[src/rtl/mp_bus_master.sv]
// mp_bus_master: microprocessor-style bus master with read-back compare and cycle timeout
module mp_bus_master #(
    parameter logic [7:0] TIMEOUT = 8'hFF
) (
    input  logic        mp_clk,
    input  logic        sys_rst_l,
    input  logic        req_wr_l,
    input  logic        req_rd_l,
    input  logic        change_addx,
    input  logic        data_addx_rst_l,
    input  logic        sdram_busy_l,
    input  logic [15:0] mp_rd_data,
    output logic [19:0] mp_addx,
    output logic [15:0] mp_data,
    output logic        mp_cs_l,
    output logic        mp_wr_l,
    output logic        mp_rd_l,
    output logic [7:0]  state,
    output logic        data_ena,
    output logic        rd_err,
    output logic [7:0]  err_cnt,
    output logic        timeout
);
    typedef enum logic [7:0] {
        IDLE          = 8'h00,
        ASSERT        = 8'h01,
        ACK_WAIT      = 8'h02,
        DONE_WAIT     = 8'h03,
        DEASSERT_ADDX = 8'h04
    } state_t;

    state_t      cur, nxt;
    logic        is_wr, nxt_wr, active, waiting, expired, tmo_nxt, chk_nxt, mis;
    logic [7:0]  timer;
    logic [19:0] addr;
    logic [15:0] data;

    assign active   = cur inside {ASSERT, ACK_WAIT, DONE_WAIT};
    assign waiting  = cur inside {ACK_WAIT, DONE_WAIT};
    assign expired  = (timer + 8'd1) == TIMEOUT;
    assign mis      = chk_nxt && (mp_rd_data != data);
    assign mp_cs_l  = !active;
    assign mp_wr_l  = !(active && is_wr);
    assign mp_rd_l  = !(active && !is_wr);
    assign data_ena = active && is_wr;
    assign state    = cur;
    assign mp_addx  = addr;
    assign mp_data  = data;

    // next state, latched cycle type, timeout and compare decisions
    always_comb begin
        nxt     = cur;
        nxt_wr  = is_wr;
        tmo_nxt = 1'b0;
        chk_nxt = 1'b0;
        case (cur)
            IDLE: begin
                if (!req_wr_l) begin
                    nxt    = ASSERT;
                    nxt_wr = 1'b1;
                end else if (!req_rd_l) begin
                    nxt    = ASSERT;
                    nxt_wr = 1'b0;
                end
            end
            ASSERT: nxt = ACK_WAIT;
            ACK_WAIT: begin
                if (!sdram_busy_l) begin
                    nxt = DONE_WAIT;
                end else if (expired) begin
                    nxt     = DEASSERT_ADDX;
                    tmo_nxt = 1'b1;
                end
            end
            DONE_WAIT: begin
                if (sdram_busy_l) begin
                    nxt     = DEASSERT_ADDX;
                    chk_nxt = !is_wr;
                end else if (expired) begin
                    nxt     = DEASSERT_ADDX;
                    tmo_nxt = 1'b1;
                end
            end
            default: nxt = IDLE;
        endcase
    end

    // state, cycle type, wait timer and error reporting registers
    always_ff @(posedge mp_clk or negedge sys_rst_l) begin
        if (!sys_rst_l) begin
            cur     <= IDLE;
            is_wr   <= 1'b0;
            timer   <= 8'h00;
            timeout <= 1'b0;
            rd_err  <= 1'b0;
            err_cnt <= 8'h00;
        end else begin
            cur     <= nxt;
            is_wr   <= nxt_wr;
            timer   <= (nxt == cur && waiting) ? timer + 8'd1 : 8'h00;
            timeout <= tmo_nxt;
            rd_err  <= mis;
            if (mis && err_cnt != 8'hFF)
                err_cnt <= err_cnt + 8'd1;
        end
    end

    // address/data counters: clear has priority, increments only in IDLE
    always_ff @(posedge mp_clk or negedge sys_rst_l) begin
        if (!sys_rst_l) begin
            addr <= 20'h00000;
            data <= 16'h0000;
        end else if (!data_addx_rst_l) begin
            addr <= 20'h00000;
            data <= 16'h0000;
        end else if (change_addx && cur == IDLE) begin
            addr <= addr + 20'd1;
            data <= data + 16'd1;
        end
    end
endmodule

[config.mk]
export PLATFORM = sky130hd
export DESIGN_NAME = mp_bus_master
export DESIGN_NICKNAME = d
export VERILOG_FILES = /design/src/rtl/mp_bus_master.sv
export SDC_FILE = /design/constraint.sdc
export NUM_CORES = 1
export LEC_CHECK = 0
export CAP_MARGIN = 25
export CORE_MARGIN = 3
export CORE_UTILIZATION = 53
export DETAILED_ROUTE_END_ITERATION = 10
export PLACE_DENSITY = 0.85
export SYNTH_ARGS = -nofsm -noshare
export SYNTH_HDL_FRONTEND = slang
export SYNTH_SLANG_ARGS = --single-unit
[constraint.sdc]
create_clock -name mp_clk -period 3.75 [get_ports mp_clk]
set_input_delay 0.9375 -clock mp_clk [delete_from_list [all_inputs] [get_ports mp_clk]]
set_output_delay 0.9375 -clock mp_clk [all_outputs]
set_load 0.01 [all_outputs]
-- After elaboration in Yosys (flattened, before gate mapping)
Cells that the tools add are included.
- add/subtract/negate cells: 4
- $mul: 0
- div/mod/pow operators: 0
- $lt $le $gt $ge: 0
- equal/unequal tests: 9
- shift operators: 0
- muxes and demuxes: 19
- bitwise operators: 0
- reductions and logical operators: 14
- operators with widths (cell ; count):
    $mux 8 ; 6
    $mux 20 ; 2
    $mux 16 ; 2
    $pmux 8 s4 ; 1
    $add 20x1->20 const B ; 1
    $add 16x1->16 const B ; 1
    $add 8x1->8 const B ; 2
    $eq 8x2->1 const B ; 2
    $ne 16x16->1 ; 1
    $eq 8x1->1 const B ; 1
    $eq 8x8->1 ; 1
    $eq 8x8->1 const B ; 1
    $logic_not 8->1 ; 1
    $ne 8x8->1 const B ; 1
    $mux 1 ; 7
    $logic_and 1x1->1 ; 6
    $logic_not 1->1 ; 4
    $reduce_bool 3->1 ; 1
    $ne 2x1->1 const B ; 1
    $ne 2x2->1 const B ; 1
    $pmux 1 s2 ; 1
    $reduce_and 2->1 ; 1
    $reduce_bool 2->1 ; 1
- register bits: 63
- bits in latches: 0
- bits in writable memories: 0
- ROM bits: 0
- input port bits: 23
- output and inout port bits: 58
- word-level logic and storage cells: 54
- memories: 0

-- Logic depth before layout (Yosys ltp)
- word-level depth: 8
- depth in mapped cells: 6
- gate-level depth less buffers: 6

-- Worst setup path before layout
No wires, ideal clock.
- kind: register to output
- start point: register cur[2], in the netlist state[2]
- end point: output port mp_rd_l
- data arrival time: 1445 ps
- required time: 2812 ps
- setup slack: 1367 ps
- cell stages (with the launch flop): 4
- path buffers: 0
- path through: dfrtp_1 > nor4_4 > nand2_1 > or3_1
- word-level cells in the longest chain between the ends: 4
- elaborated cells on any way between the ends: 6
- classes of those cells: eq/ne: 3; reduce/logical: 3
- RTL lines (what ; line ; RTL):
    start: declaration ; 32 ; state_t cur, nxt;
    start signal: assignment ; 98 ; cur <= nxt;
    $eq 8x1->1 or $eq 8x2->1 (tied branches) ; 38 ; assign active = cur inside {ASSERT, ACK_WAIT, DONE_WAIT};
    $reduce_bool 3->1 * ; 38 ;
    $logic_and 1x1->1 * ; 44 ; assign mp_rd_l = !(active && !is_wr);
    $logic_not 1->1 * ; 44 ;
    end: declaration ; 17 ; output logic mp_rd_l,
Every way passes the cells marked *; elsewhere a longest branch is shown, timed or not.

-- Final worst setup path
Same ends and word-level chain as after synthesis.

==> impl_results.md <==
* Status: finished, final reports clean
* Setup TNS at 0 ns
* Placed cell areas at 4120 um2
* M1 GR Usage at 30.5%
* CP startpoint: state[2]
* Max-cap violations at 0
* Mapped Avg Cell Area at 9.83 um2
* Post-DRT Antenna Nets at 0
* Hold bufs inserted after CTS at 0
* M3 GR Usage at 3.65%
* Final Net Count at 447
* Layout cells sized above 1 at 6.37%
* Clock Latency Late Sink at 0.33 ns
* PortBufs at 80
* Register area share after synthesis at 48.9%
* Largest net degree at the start of global routing at 61
* Hold_ws at 0.387 ns
* Peak Freq at 305 MHz
* Average routed wire per standard cell at 15.2 um
* CP max stage delay at 0.50 ns
* Grt met2 use at 37.7%
* Die area at 7050 um2
* Syn Inst Count at 328
* Non-Filler Instances at 496
* Clock-pin slew on the worst setup and hold paths at 0.08 ns
* Most frequent cell after synthesis: dfrtp_1
* Fin area at 4320 um2
* Worst-margin pin slew at 0.853 ns
* Root Driver: clkbuf_8
* Area growth syn-to-layout at 34.0%
* Initial core utilization at 56.5%
* Crit Path Max Fanout at 6
* Clock Tree Buf Depth at 2
* Placed cells at 480
* Vias in the first global route at 2744
* RSZ-0062 raised after global routing: no
* Final hold viol count at 0
* Overflow after GRT at 0
* Yosys warns at 0
* Critical Path, Cell by Cell: nor4_4, nand2_1, or3_1, clkdlybuf4s50_1
* Htree depth at 3
* Worst setup SP type: flop
* Worst EP arrival at 2.35 ns
* Fin crit share at 87.6%
* Yosys cell types at 40
* Pins Over Slew Limit at 0
* Ys flop type: dfrtp_1
* Slowest-stage cell, CP: nor4_4
* Setup bufs post-CTS at 0
* Hpwl dp at 5.40 mm
* Total CTS buffers at 9
* Iter 0 DRT Violations at 127
* First-pass GRT wire length at 13.0 mm
* Via Count at 2745
* Cell Pwr Density at 317 nW/um2
* Leakage at 1.74 nW
* Post_cts resized at 0
* Reg2Reg Launch Point: state[1]
* N_diodes at 0
* CTS tree: yes
* Crit path kind: reg -> out
* Initial antenna violation count at 0
* #FFs+latches synth at 63
* Total Routed Length at 7.55 mm
* Type of the worst min-delay path: in -> async
* Drt drc at 0
* Vias per inst at 5.53
* Synth top cells by count: dfrtp_1, nor2_1, nand2_1
* Clock skew at 0.00994 ns
* Max-Slew Margin vs Limit at 41.7%
* Post-Syn Area at 3220 um2
* EDFF count, synth at 0
* Synth top area share at 48.9%
* Final setup violation count at 0
* I/O Pins at 81
* Worst VDD drop at 226 uV
* Crit. End Element: primary output
* Ys async rst share at 100%
* Yosys top cell by area: dfrtp_1
* Global route hottest layer: met2
* GR Util All Layers at 22.6%
* Die height at 84.0 um
* CTS sink cnt at 63
* Die X at 84.0 um
* Drt pass-1 iters at 4
* Row cnt at 27
* Worst endpoint required time at 2.81 ns
* Area of the core at 5710 um2
* Post-layout min period at 3.28 ns
* GPL Wtd Cong at 0.792
* Synth area leaders: dfrtp_1, xor2_1, xnor2_1
==> worst paths after layout <==
| path | end | slack [ns] | cells past startpoint |
|---|---|---|---|
| hold / removal | timer[5] | 0.39 | 1 |
| max in group asynchronous | mp_data[6] | 2.44 | 2 |
| setup reg to reg | mp_addx[9] | 1.20 | 5 |
| setup / recovery | mp_rd_l | 0.47 | 4 |
| hold reg to reg | timer[0] | 0.50 | 1 |
| min in group mp_clk | timer[0] | 0.50 | 1 |
==> layer usage <==
metal  up-vias  share of wire, %
li1       1334                 -
met1      1336                45
met2        69                51
met3         6               4.1
met4         0              0.76
met5         -                 0
==> cell usage in the layout, fill, tap and decap left out, types with 3 or more instances in the layout <==
master and instances:
clkinv_4 3, nand2_1 30, nand2b_1 5, nor2_1 34, nand3_1 23, ha_1 5, and4_1 7, conb_1 5
xor2_1 27, nor3_1 9, o21ai_0 9, clkdlybuf4s50_1 79, a21oi_1 14, clkbuf_8 9, and2_1 4, nand4_1 8
or3_1 8, and3_1 4, xnor2_1 24, dfrtp_1 63, inv_1 11, nor4_1 14
==> per-stage QoR <==
step | worst slack (ns) | total power [mW] | util (%)
after floorplan | 1.37 | 0.726 | -
after global placement | 0.783 | 0.778 | 72.1
after detailed placement | 0.736 | 0.780 | 72.1
after CTS | 0.458 | 1.38 | 75.7
after global routing | 0.320 | 1.42 | 75.7
final | 0.467 | 1.37 | 75.7
==> flip-flops by register name (all words and copies together), names as in the netlist <==
name and count:
timer 8, state 8, mp_data 16, is_wr 1
err_cnt 8, rd_err 1, mp_addx 20, timeout 1
==> final cells by class <==
type / instances / area, um2
Tap cell: 72 / 90.1
Sequential cell: 63 / 1580
Clock inverter: 7 / 81.3
Clock buffer: 9 / 124
Timing Repair Buffer: 82 / 811
Multi-Input combinational cell: 252 / 1600
Fill cell: 407 / 1390
Inverter: 11 / 41.3
==> critical path: cells and delay by family, from the launching register on <==
family                 cells  cell delay, ns
buffers and inverters      1            0.48
DFF                        1            0.42
and+or+nand+nor            3            1.12
==> kinds of logic (layout without fill, tap and decap cells) <==
kind of cell / count (synthesis) / count (layout) / synth area share (%)
flops: 63 / 63 / 48.9
xor+xnor: 51 / 51 / 13.9
buf+inv: 17 / 109 / 2.02
other cells: 1 / 5 / 0.116
compound gates: 31 / 31 / 5.59
fa+ha+maj: 6 / 6 / 2.25
mux: 4 / 4 / 1.32
simple gates: 155 / 155 / 25.9
==> power breakdown <==
part / leakage, nW / internal [mW] / switching [mW]
combinational: 0.771 / 0.0350 / 0.0385
clock: 0.100 / 0.315 / 0.287
sequential: 0.866 / 0.685 / 0.00731
No activity file was read; power rests on OpenSTA's default activity.
